==> src/rtl/fifo_framer_pkg.sv <==
// Shared types for the dual-clock FIFO write-side framer.
// The TRL state is only reachable when FRAMER_CSUM_EN is defined.
package fifo_framer_pkg;

    typedef enum logic [2:0] {
        IDLE = 3'd0,
        HDR  = 3'd1,
        DATA = 3'd2,
        PAD  = 3'd3,
        TRL  = 3'd4
    } framer_state_e;

    // Pad words are all zeros, so they leave the XOR checksum unchanged.
    localparam logic PAD_BIT = 1'b0;

endpackage

==> src/rtl/fifo_wr_framer.sv <==
// Write-side framer: writes a length header, the payload words (zero-padded if short) and an optional
// XOR trailer into the FIFO. Define FRAMER_CSUM_EN to build with the trailer.
//
// state | meaning
// IDLE  | waiting for a frame command; cmd_ready high
// HDR   | writing the length header word
// DATA  | passing payload words from the source to the FIFO
// PAD   | source ended early; writing zero words up to len_q
// TRL   | writing the checksum trailer (FRAMER_CSUM_EN only)
module fifo_wr_framer
    import fifo_framer_pkg::*;
#(
    parameter int DSIZE = 8,
    parameter int CNT_W = 16
) (
    input  logic             wclk,
    input  logic             wrst_n,
    input  logic             cmd_valid,
    output logic             cmd_ready,
    input  logic [DSIZE-1:0] cmd_len,
    input  logic             s_valid,
    output logic             s_ready,
    input  logic [DSIZE-1:0] s_data,
    input  logic             s_last,
    output logic             winc,
    output logic [DSIZE-1:0] wdata,
    input  logic             wfull,
    output logic [CNT_W-1:0] frame_cnt,
    output logic             len_err,
    output logic             busy
);

`ifdef FRAMER_CSUM_EN
    localparam framer_state_e EOP_STATE = TRL;
`else
    localparam framer_state_e EOP_STATE = IDLE;
`endif

    framer_state_e    state_q;
    logic [DSIZE-1:0] len_q;
    logic [DSIZE-1:0] rem_cnt_q;
    logic [CNT_W-1:0] frame_cnt_q;
    logic             len_err_q;
`ifdef FRAMER_CSUM_EN
    logic [DSIZE-1:0] csum_q;
`endif

    logic [DSIZE-1:0] rem_cnt_d;
    logic             at_len;
    logic             frame_end;

    // The word being written now completes the count when rem_cnt_q + 1 reaches len_q.
    assign rem_cnt_d = rem_cnt_q + DSIZE'(1);
    assign at_len    = (rem_cnt_d == len_q);

    always_comb begin
        cmd_ready = 1'b0;
        s_ready   = 1'b0;
        winc      = 1'b0;
        wdata     = '0;
        case (state_q)
            IDLE: begin
                cmd_ready = 1'b1;
            end
            HDR: begin
                winc  = !wfull;
                wdata = len_q;
            end
            DATA: begin
                s_ready = !wfull;
                winc    = s_valid && !wfull;
                wdata   = s_data;
            end
            PAD: begin
                winc  = !wfull;
                wdata = {DSIZE{PAD_BIT}};
            end
`ifdef FRAMER_CSUM_EN
            TRL: begin
                winc  = !wfull;
                wdata = csum_q;
            end
`endif
            default: begin
                winc = 1'b0;
            end
        endcase
    end

    // Identifies the cycle carrying the final FIFO write of a frame.
    always_comb begin
        frame_end = 1'b0;
`ifdef FRAMER_CSUM_EN
        frame_end = winc && (state_q == TRL);
`else
        case (state_q)
            HDR:     frame_end = winc && (len_q == '0);
            DATA:    frame_end = winc && at_len;
            PAD:     frame_end = winc && at_len;
            default: frame_end = 1'b0;
        endcase
`endif
    end

    always_ff @(posedge wclk or negedge wrst_n) begin
        if (!wrst_n) begin
            state_q     <= IDLE;
            len_q       <= '0;
            rem_cnt_q   <= '0;
            frame_cnt_q <= '0;
            len_err_q   <= 1'b0;
`ifdef FRAMER_CSUM_EN
            csum_q      <= '0;
`endif
        end else begin
            if (frame_end) begin
                frame_cnt_q <= frame_cnt_q + CNT_W'(1);
            end
            case (state_q)
                IDLE: begin
                    if (cmd_valid) begin
                        len_q     <= cmd_len;
                        rem_cnt_q <= '0;
`ifdef FRAMER_CSUM_EN
                        csum_q    <= '0;
`endif
                        state_q   <= HDR;
                    end
                end
                HDR: begin
                    if (winc) begin
                        state_q <= (len_q == '0) ? EOP_STATE : DATA;
                    end
                end
                DATA: begin
                    if (winc) begin
                        rem_cnt_q <= rem_cnt_d;
`ifdef FRAMER_CSUM_EN
                        csum_q    <= csum_q ^ s_data;
`endif
                        if (at_len) begin
                            if (!s_last) begin
                                len_err_q <= 1'b1;
                            end
                            state_q <= EOP_STATE;
                        end else if (s_last) begin
                            len_err_q <= 1'b1;
                            state_q   <= PAD;
                        end
                    end
                end
                PAD: begin
                    if (winc) begin
                        rem_cnt_q <= rem_cnt_d;
                        if (at_len) begin
                            state_q <= EOP_STATE;
                        end
                    end
                end
`ifdef FRAMER_CSUM_EN
                TRL: begin
                    if (winc) begin
                        state_q <= IDLE;
                    end
                end
`endif
                default: begin
                    state_q <= IDLE;
                end
            endcase
        end
    end

    assign frame_cnt = frame_cnt_q;
    assign len_err   = len_err_q;
    assign busy      = (state_q != IDLE);

endmodule
==> config.mk <==
export PLATFORM = sky130hd
export DESIGN_NAME = fifo_wr_framer
export DESIGN_NICKNAME = d
export VERILOG_FILES = /design/src/rtl/fifo_framer_pkg.sv /design/src/rtl/fifo_wr_framer.sv
export SDC_FILE = /design/constraint.sdc
export NUM_CORES = 1
export LEC_CHECK = 0
export ABC_AREA = 1
export CORE_ASPECT_RATIO = 1.4
export CORE_UTILIZATION = 23
export CTS_BUF_LIST = sky130_fd_sc_hd__clkbuf_8
export DETAILED_ROUTE_END_ITERATION = 7
export SETUP_SLACK_MARGIN = 0.02
export SKIP_CTS_REPAIR_TIMING = 1
export SLEW_MARGIN = 10
export SYNTH_ARGS = -nofsm -noshare
export SYNTH_HDL_FRONTEND = slang
export SYNTH_SLANG_ARGS = --single-unit
==> constraint.sdc <==
create_clock -name wclk -period 2.96 [get_ports wclk]
set_input_delay 0.888 -clock wclk [delete_from_list [all_inputs] [get_ports wclk]]
set_output_delay 0.888 -clock wclk [all_outputs]
set_load 0.005 [all_outputs]
==> results of run 1 <==
final cells by class:
| cell class | instances | area share (%) |
|---|---|---|
| clock buffers | 6 | 2.65 |
| clock inverters | 2 | 1.12 |
| inverters | 37 | 4.46 |
| multi-input cells | 248 | 39.9 |
| flip-flops and latches | 35 | 28.1 |
| well taps | 132 | 5.30 |
| repair buffers | 57 | 18.5 |
power groups by stage:
stage | clock network [mW] | logic (mW) | registers (mW)
after global placement | 0 | 1.07 | 0.687
after detailed placement | 0 | 1.09 | 0.686
after floorplan | 0 | 0.641 | 0.663
after CTS | 0.466 | 1.10 | 0.679
final | 0.453 | 1.05 | 0.679
after global routing | 0.485 | 1.17 | 0.696
cell usage after synthesis (2+ instances only):
library cell	count
nor3_1	5
dfrtp_1	35
nand4_1	10
o21ai_0	3
buf_2	2
nand2_2	5
a21oi_1	17
inv_1	37
clkbuf_1	4
xor2_1	4
o22ai_1	5
nand3_1	37
ha_1	7
nor2_2	3
nand2_1	108
xnor2_1	6
nor2_1	25
nor4_1	3
logic make-up after synthesis:
logic type | Yosys count
AO/OA/AOI/OAI | 28
XOR/XNOR | 10
adder cells (fa/ha/maj) | 7
buffers and inverters | 44
flip-flops | 35
multiplexers | 2
AND/OR/NAND/NOR | 201
metrics by stage:
step / TNS, ps / utilization [%] / setup WS [ps]
5_1_grt: 0 / 32.6 / 80.5
4_1_cts: -224 / 32.3 / -224
2_1_floorplan: 0 / - / 534
6_report: 0 / 32.6 / 158
3_5_place_dp: -209 / 31.1 / -209
3_3_place_gp: -217 / 31.1 / -217
layer usage:
metal | vias to the layer above | wire length (µm)
met5 | - | 0
met4 | 0 | 145
met3 | 12 | 214
met2 | 53 | 3420
met1 | 1101 | 2620
li1 | 1167 | -
state kept, by name, indices dropped and copies added (netlist names):
register	count
rem_cnt_q	8
len_err	1
state_q	2
frame_cnt	16
len_q	8
worst max path at each step:
| stage | startpoint | slack [ps] | depth (start not counted) | endpoint |
|---|---|---|---|---|
| finish | wfull | 160 | 3 | s_ready |
| global route | state_q[0] | 80 | 6 | s_ready |
| CTS | s_valid | -220 | 5 | winc |
| detailed placement | s_valid | -210 | 5 | winc |
| global placement | s_valid | -220 | 5 | winc |
| floorplan | s_valid | 530 | 4 | winc |
critical path, delay by kind of cell:
family        cells  cell delay, ps
buf+inv           2             920
simple gates      1             100
==> flow_summary.yaml, run 1 <==
critical_path:
  crit_path_end_kind: "output pin"
  cp_slowest_cell: "clkdlybuf4s50_1"
  rr_worst_depth: 17
  timing.rr.end: "state_q[0]"
  critPathMostFrequentCell: "clkdlybuf4s50_1"
  worstPathRequired_ps: 2070
  critPathLaunchType: "input pin"
  slowest_delay_ps: 500
  r2r_slack_ps: 560
  path_max_fanout: 2
  criticalPathCategory: "input pin to output pin"
  path_cells: "clkdlybuf4s50_1 -> nor2_1 -> clkdlybuf4s50_1"
  reg2reg_from: "rem_cnt_q[0]"
  crit_arrival_ps: 1910
synth:
  ys_ff_latch: 35
  synth-async-reset-ratio_pct: 100
  yosysTopAreaCell: "dfrtp_1"
  synthFlopType: "dfrtp_1"
  syn_area_um2: 2300
  netlist.area_leader.share_pct: 38.1
  syn_inst: 327
  syn_avg_cell_area_um2: 7.03
  synth-compound-area-share_pct: 6.92
  synthMuxAreaShare_pct: 0.926
  synthXorXnorAreaFrac_pct: 3.81
  ys_top_cells_by_area: "dfrtp_1 (38%), nand2_1 (18%), nand3_1 (8.1%)"
  syn-num-nets: 356
  synthSimpleGateAreaFrac_pct: 38.6
  ys_warn_count: 0
  ys_types: 29
  synth.yosys.seq_area_share_pct: 38.1
  synthAdderAreaFrac_pct: 3.81
  synth_top_family_by_area: "simple AND/OR/NAND/NOR gates"
  synth_edf_count: 0
finish:
  drive_gt1_share_pct: 8.05
  finalNetCount: 413
  num_antenna_cells: 0
  final_common_cell: "nand2_1"
  layout_common_cells: "nand2_1 (108), clkdlybuf4s50_1 (41), inv_1 (37), nand3_1 (37), dfrtp_1 (34)"
  fillers: 1066
  final_cells: 517
  ff_latch_area_um2: 877
  final_area_um2: 3120
  multi_input_area_um2: 1240
  area_growth_syn_to_layout_pct: 35.7
die:
  die_height_um: 120
  start_util_pct: 24.0
  fp-row-count: 42
  die_w_um: 86.5
  io_pins: 51
  dieArea_um2: 10400
  core_um2: 9560
route:
  first_iter_violations: 99
  vias: 2333
  wire_per_inst_um: 12.4
  first_pass_iters: 4
  routed_wl_um: 6400
  ant_nets: 0
  drc_errors: 0
  viasPerCell: 4.51
grt:
  grtUsageMet2_pct: 24.8
  grt.total_usage_pct: 12.9
  grt_overflow: 0
  grt_pass1_wl_um: 10600
  grt_pass1_vias: 2346
  grt_max_degree: 36
  antenna_found_initial: 0
  grtUsageMet1_pct: 13.8
  busiest_layer: "met2"
  grt_use_met3_pct: 1.50
timing:
  skew_ps: 8.68
  slew_headroom_pct: 56.2
  period_needed_ps: 2800
  fin_crit_sh_pct: 94.7
  maxSlewViolCount: 0
  report.final.hold_viol_count: 0
  fmax_mhz: 357
  grt_setup_unrepaired: "false"
  hold_slack_ps: 500
  setup_violations: 0
  worstMarginPinSlew_ps: 651
run_status:
  status: "complete, no violations"
placement:
  gp_congestion: 0.879
  port_buffers: 50
  placed_cell_area_um2: 2980
  dp_cells: 509
  dp.final_hpwl_um: 5010
job:
  cap_violations: 0
pwr:
  pwr-share-seq_pct: 31.2
  peakVddDrop_v: 0.000290
  finalPower_mw: 2.18
  internal-power_mw: 1.29
  p_sw_mw: 0.887
  switching_share_pct: 40.7
  p_clk_share_pct: 20.8
  p_leak_nw: 1.54
  combPwrFrac_pct: 48.0
  p_per_area_nw_per_um2: 699
clocking:
  cts_buffers: 5
  cts_max_level: 2
  cts.sinks: 35
  cts_tree: "yes"
  clk_pin_slew_ps: 70
  cts_buffer_depth: 2
  cts_root_buf: "clkbuf_8"
  clk_latency_ps: 280
hold_path:
  worstHoldStart: "len_err"
  hold_class: "flip-flop to flip-flop"
  holdPathStages: 1
  hold_end: "len_err"
Power figures use the tool's default switching activity.
==> run 2: changes to the inputs <==
==> constraint.sdc (replaced) <==
create_clock -name wclk -period 2.96 [get_ports wclk]
set_input_delay 0.888 -clock wclk [delete_from_list [all_inputs] [get_ports wclk]]
set_output_delay 0.888 -clock wclk [all_outputs]
set_load 0.1 [all_outputs]
==> flow_summary.yaml, run 2 (synthesis results as in run 1) <==
run_status:
  status: "complete, no violations"
route:
  viasPerCell: 4.41
  first_iter_violations: 73
  first_pass_iters: 4
  vias: 2273
  routed_wl_um: 6250
  drc_errors: 0
  ant_nets: 0
  wire_per_inst_um: 12.1
grt:
  grtUsageMet2_pct: 22.7
  grt_max_degree: 36
  grt_use_met3_pct: 2.18
  grt_overflow: 0
  grt_pass1_wl_um: 10400
  antenna_found_initial: 0
  grt_pass1_vias: 2232
  busiest_layer: "met2"
  grt.total_usage_pct: 12.8
  grtUsageMet1_pct: 14.9
die:
  io_pins: 51
  die_height_um: 120
  die_w_um: 86.5
  core_um2: 9560
  fp-row-count: 42
  start_util_pct: 24.0
  dieArea_um2: 10400
finish:
  finalNetCount: 412
  num_antenna_cells: 0
  area_growth_syn_to_layout_pct: 38.9
  layout_common_cells: "nand2_1 (108), inv_1 (37), nand3_1 (37), dfrtp_1 (35)"
  final_common_cell: "nand2_1"
  drive_gt1_share_pct: 17.7
  largest_reg_flops: 16
clocking:
  cts_buffers: 5
  cts_root_buf: "clkbuf_8"
  cts_tree: "yes"
  cts_max_level: 2
  cts_buffer_depth: 2
  clk_pin_slew_ps: 70
  clk_latency_ps: 290
  cts.sinks: 35
critical_path:
  crit_arrival_ps: 1970
  path_max_fanout: 2
  r2r_slack_ps: 590
  rr_worst_depth: 16
  criticalPathCategory: "input pin to output pin"
  reg2reg_from: "rem_cnt_q[0]"
  worstPathRequired_ps: 2070
  timing.rr.end: "state_q[0]"
  critPathLaunchType: "input pin"
  crit_path_end_kind: "output pin"
pwr:
  p_clk_share_pct: 14.5
  internal-power_mw: 1.46
  peakVddDrop_v: 0.000640
  combPwrFrac_pct: 63.9
  p_sw_mw: 1.70
  p_per_area_nw_per_um2: 988
  p_leak_nw: 1.48
  finalPower_mw: 3.15
  switching_share_pct: 53.8
  pwr-share-seq_pct: 21.6
timing:
  worstMarginPinSlew_ps: 659
  fin_crit_sh_pct: 96.5
  skew_ps: 11.5
  hold_slack_ps: 477
  period_needed_ps: 2860
  fin_ws_ps: 105
  grt_setup_unrepaired: "false"
  maxSlewViolCount: 0
  tns_ps: 0
  report.final.hold_viol_count: 0
  fmax_mhz: 350
  setup_violations: 0
  slew_headroom_pct: 55.6
hold_path:
  worstHoldStart: "len_err"
  hold_class: "flip-flop to flip-flop"
  hold_end: "len_err"
  holdPathStages: 1
placement:
  gp_congestion: 0.847
  post-place-ws_ps: 59.6
  port_buffers: 50
  dp.final_hpwl_um: 4760
job:
  cap_violations: 0
==> run 2: layout make-up <==
cell class	count	area, µm²
clock buffer	6	82.6
multi-input combinational	248	1280
tap	132	165
inverter	37	139
fill	1061	6370
timing repair buffer	56	611
clock inverter	2	35.0
sequential	35	876
==> run 2: worst max-delay path by stage <==
stage | from | to | slack, ps
6_report | s_valid | winc | 100
5_1_grt | s_valid | winc | 60
4_1_cts | s_valid | winc | 50
3_5_place_dp | s_valid | winc | 60
3_3_place_gp | s_valid | winc | 40
2_1_floorplan | state_q[0] | wdata[1] | 90
==> run 2: layer usage <==
layer / vias up / routed length, µm
met5: - / 0
met4: 0 / 140
met3: 10 / 275
met2: 53 / 3200
met1: 1041 / 2630
li1: 1169 / -
==> run 2: per-stage QoR <==
stage	cell area [µm²]	instances	util (%)
2_1_floorplan	2330	327	-
3_3_place_gp	3070	508	32.1
3_5_place_dp	3070	508	32.1
4_1_cts	3190	516	33.3
5_1_grt	3190	516	33.4
6_report	3190	516	33.4
==> run 2: worst max-delay path: stages <==
cell	delay, ps
clkdlybuf4s50_1	450
nand2_1	50
a21o_1	210
nor2_4	170
buf_12	200
==> run 2: power groups by stage <==
| stage | combinational, mW | sequential [mW] | clock, mW |
|---|---|---|---|
| after global placement | 2.01 | 0.687 | 0 |
| after CTS | 2.02 | 0.681 | 0.471 |
| after detailed placement | 2.02 | 0.690 | 0 |
| after floorplan | 1.30 | 0.797 | 0 |
| after global routing | 2.15 | 0.701 | 0.494 |
| final | 2.01 | 0.681 | 0.456 |
==> run 3: changes to the inputs <==
Settings changed: PLACE_DENSITY set to 0.54.
==> flow_summary.yaml, run 3 (synthesis results as in run 1) <==
run_status:
  status: "complete, no violations"
route:
  highest_layer: "met4"
  met1Wirelength_um: 2600
  wire_per_inst_um: 12.7
  viasPerCell: 4.49
  ant_nets: 0
  wl_met2_um: 3590
  routed_wl_um: 6590
  first_iter_violations: 93
  drc_errors: 0
  wl_met3_um: 261
  vias: 2325
  first_pass_iters: 4
finish:
  final_area_um2: 3210
  drive_gt1_share_pct: 18.1
  multi_input_area_um2: 1280
  ff_latch_area_um2: 876
  num_antenna_cells: 0
  fillers: 1073
  final_common_cell: "nand2_1"
  largest_reg_flops: 16
  finalNetCount: 414
  layout_common_cells: "nand2_1 (108), inv_1 (37), nand3_1 (37), dfrtp_1 (35), buf_4 (25)"
  area_growth_syn_to_layout_pct: 39.6
placement:
  gp_congestion: 0.833
  dp.final_hpwl_um: 5040
  port_buffers: 50
  placed_cell_area_um2: 3080
critical_path:
  path_delay_family: "buffers and inverters"
  path_max_fanout: 2
  path_cells: "clkdlybuf4s50_1 -> a21o_1 -> nor2_2 -> buf_6 -> buf_12"
  worstPathRequired_ps: 2070
  critPathLaunchType: "input pin"
  criticalPathCategory: "input pin to output pin"
  crit_path_end_kind: "output pin"
  slowest_delay_ps: 440
  crit_buf_inv: 3
  cp_slowest_cell: "clkdlybuf4s50_1"
  crit_arrival_ps: 1950
clocking:
  cts_buffer_depth: 2
  clk_pin_slew_ps: 80
  cts_tree: "yes"
  cts_max_level: 2
  cts_buffers: 5
  clk_latency_ps: 290
  cts_root_buf: "clkbuf_8"
  cts.sinks: 35
timing:
  tns_ps: 0
  skew_ps: 8.53
  setup_violations: 0
  maxSlewViolCount: 0
  worstMarginPinSlew_ps: 628
  period_needed_ps: 2830
  slew_headroom_pct: 57.8
  grt_setup_unrepaired: "false"
  report.final.hold_viol_count: 0
  fmax_mhz: 353
  fin_crit_sh_pct: 95.7
grt:
  grt_overflow: 0
  grt_pass1_vias: 2348
  grt_pass1_wl_um: 10900
  grt.total_usage_pct: 13.4
  grt_max_degree: 36
  antenna_found_initial: 0
die:
  die_w_um: 86.5
  fp-row-count: 42
  io_pins: 51
  core_um2: 9560
  dieArea_um2: 10400
  start_util_pct: 24.0
  die_height_um: 120
pwr:
  p_sw_mw: 1.71
  pwr-share-seq_pct: 21.6
  switching_share_pct: 53.8
  peakVddDrop_v: 0.000513
  internal-power_mw: 1.47
  combPwrFrac_pct: 63.9
  p_clk_share_pct: 14.5
  p_per_area_nw_per_um2: 992
  p_leak_nw: 1.50
hold_path:
  hold_class: "flip-flop to flip-flop"
job:
  cap_violations: 0
run 3: metrics by stage:
step	setup slack, ps	hold slack (ps)	instances	power, mW	util (%)
CTS	44.2	526	518	3.22	33.5
global placement	57.8	508	510	2.73	32.2
global route	80.9	555	518	3.37	33.5
detailed placement	51.7	509	510	2.75	32.2
finish	126	525	518	3.18	33.5
floorplan	88.0	494	327	2.09	-
run 3: worst paths after layout:
kind	cells past startpoint	slack (ps)	from	end
min in group asynchronous	2	1030	wrst_n	frame_cnt[9]
worst max register to register	17	540	rem_cnt_q[0]	state_q[0]
worst min register to register	2	530	frame_cnt[10]	frame_cnt[10]
worst min-delay path	2	530	frame_cnt[10]	frame_cnt[10]
max in group asynchronous	2	1580	wrst_n	len_err
worst max-delay path	5	130	wfull	winc
run 3: worst reg2reg max path: cells and delay by family (launching register included):
kind                     cells  cell delay, ps
AND/OR/NAND/NOR             13            1210
AO/OA/AOI/OAI                1             160
buffers and inverters        1              60
adder cells (fa/ha/maj)      2             500
flip-flops                   1             450
run 3: power groups by stage:
stage	clock network [mW]	logic [mW]	registers [mW]
global route	0.495	2.17	0.703
finish	0.460	2.03	0.687
global placement	0	2.04	0.693
CTS	0.474	2.06	0.687
detailed placement	0	2.05	0.696
floorplan	0	1.30	0.797
run 3: routing by layer:
metal  global-route usage, %  up-vias
li1                        -     1167
met1                    14.4     1084
met2                    25.6       62
met3                    2.46       12
met4                    4.69        0
met5                       0        -
run 3: area by class of cell:
class | count | area share (%)
Clock inverter | 2 | 1.09
Multi-Input combinational cell | 248 | 39.8
Clock buffer | 6 | 2.58
Inverter | 37 | 4.33
Timing Repair Buffer | 58 | 19.7
Sequential cell | 35 | 27.3
Tap cell | 132 | 5.15
==> RTL edit (settings of run 3) <==
Re-encode `framer_state_e` (5 states) as one-hot, 5 bits wide.
--- a/src/rtl/fifo_framer_pkg.sv
+++ b/src/rtl/fifo_framer_pkg.sv
@@ -3,10 +3,10 @@
 package fifo_framer_pkg;
 
-    typedef enum logic [2:0] {
-        IDLE = 3'd0,
-        HDR  = 3'd1,
-        DATA = 3'd2,
-        PAD  = 3'd3,
-        TRL  = 3'd4
+    typedef enum logic [4:0] {
+        IDLE = 5'b00001,
+        HDR  = 5'b00010,
+        DATA = 5'b00100,
+        PAD  = 5'b01000,
+        TRL  = 5'b10000
     } framer_state_e;
 
Function: no difference found for any inputs over 10 cycles, from zero or initial values and one cycle with wrst_n low; not proved beyond that.
==> RTL edit against run 3 <==
Maximum frequency is 0.96% higher. Synthesized cell count is 0.31% lower. Combinational power shrank 36%. Area after synthesis is 4.4% higher. Sequential cell count up 2. Design area is 0.55% higher. Wire length fell by 5.9%. First-iteration DRC count down 1.1%. Worst setup slack better by 0.027 ns. Sequential power is 2% lower. Global-route usage decreased by 1.0 points. Total power down 22%.
==> RTL edit: results <==
place:
  place_ws_ns: 0.158
  port_buffers: 50
  dpl.hpwl_um: 4690
  placed_area_um2: 3090
  place_congestion: 0.801
clock_tree:
  cts.path.max_buffers: 2
  cts_buffers: 5
  h-tree-depth: 2
  cts_root_buffer: "clkbuf_8"
  clk_latency_ns: 0.30
  cts.reportedPaths.clkPinSlew_ns: 0.09
layout:
  nNetsFinal: 404
  largest_reg_flops: 16
  antennaDiodeCount: 0
  drive_gt1_share_pct: 19.7
global_route:
  antenna_found_initial: 0
  track_usage_pct: 12.4
  grt_max_degree: 38
  grt_pass1_wl_um: 10400
logic_synthesis:
  async_flop_share_pct: 100
  synth_top_cells_by_area: "dfrtp_1, nand2_1, inv_1, nand3_1, o21ai_0"
  synth_mux_area_share_pct: 0
  synth_common_cells: "nand2_1, inv_1, dfrtp_1"
  ys.flop_type: "dfrtp_1"
  synth_xor_area_share_pct: 3.29
  synthAdderAreaFrac_pct: 1.56
  synth_cell_types: 31
  synth_nets: 351
  yosys_warnings: 0
  ys_seq_area_share_pct: 38.7
  synth_compound_area_share_pct: 7.41
timing:
  slew_headroom_pct: 42.2
  finClkSkew_ns: 0.0175
hold_path:
  hold_path_class: "reg2reg"
setup_path:
  crit_fanout: 3
  crit_arrival_ns: 1.92
power:
  vdd_ir_drop_max_uv: 316
  power.leakage_nw: 1.49
detailed_routing:
  drtIter0Drc: 92
  drt_wl_total_um: 6200
  first_pass_iters: 4
  vias: 2306
run_status:
  status: "finished clean"
RTL edit: critical path, stage by stage:
cell	delay [ns]
clkdlybuf4s50_1	0.46
nand2_1	0.05
nand2_1	0.13
nand2_2	0.10
inv_2	0.10
buf_12	0.18
RTL edit: through the flow:
| stage | hold slack, ns | std cells |
|---|---|---|
| after floorplan | 0.497 | 326 |
| after global placement | 0.471 | 507 |
| after detailed placement | 0.467 | 507 |
| after CTS | 0.489 | 515 |
| after global routing | 0.507 | 515 |
| final | 0.488 | 515 |
RTL edit: final cells by class:
type / count / area [µm²]
clock buffers: 5 / 68.8
clock inverters: 3 / 65.1
fillers: 1105 / 6780
inverters: 48 / 184
multi-input cells: 235 / 1250
flip-flops and latches: 37 / 927
well taps: 135 / 169
repair buffers: 52 / 563
RTL edit: path summary, 6_finish.rpt:
check	end	depth (start not counted)	slack, ns	startpoint
worst max-delay path	winc	6	0.15	s_valid
worst min-delay path	len_err$_DFFE_PN0P_	1	0.49	len_err$_DFFE_PN0P_
worst max register to register	state_q[3]$_DFFE_PN0P_	16	0.64	rem_cnt_q[0]$_DFFE_PN0P_
worst min register to register	len_err$_DFFE_PN0P_	1	0.49	len_err$_DFFE_PN0P_
max in group asynchronous	len_q[1]$_DFFE_PN0P_	1	1.70	wrst_n
min in group asynchronous	rem_cnt_q[5]$_DFFE_PN0P_	1	0.70	wrst_n
RTL edit: report_power, final:
part / total [mW] / internal (mW) / leakage [nW] / switching, mW
Sequential: 0.670 / 0.602 / 0.491 / 0.0674
Combinational: 1.30 / 0.355 / 0.930 / 0.941
Clock: 0.530 / 0.335 / 0.0681 / 0.195
RTL edit: layer usage:
layer / share of wire [%] / track usage [%]
met1: 43 / 14.1
met2: 51 / 22.5
met3: 5.0 / 2.62
met4: 1.1 / 4.23
met5: 0 / 0
RTL edit: cell families (layout without fill, tap and decap cells):
kind of cell	count (synthesis)	after routing
xor+xnor	9	9
compound gates	33	33
buf+inv	54	108
flops	37	37
fa+ha+maj	3	3
simple gates	190	190
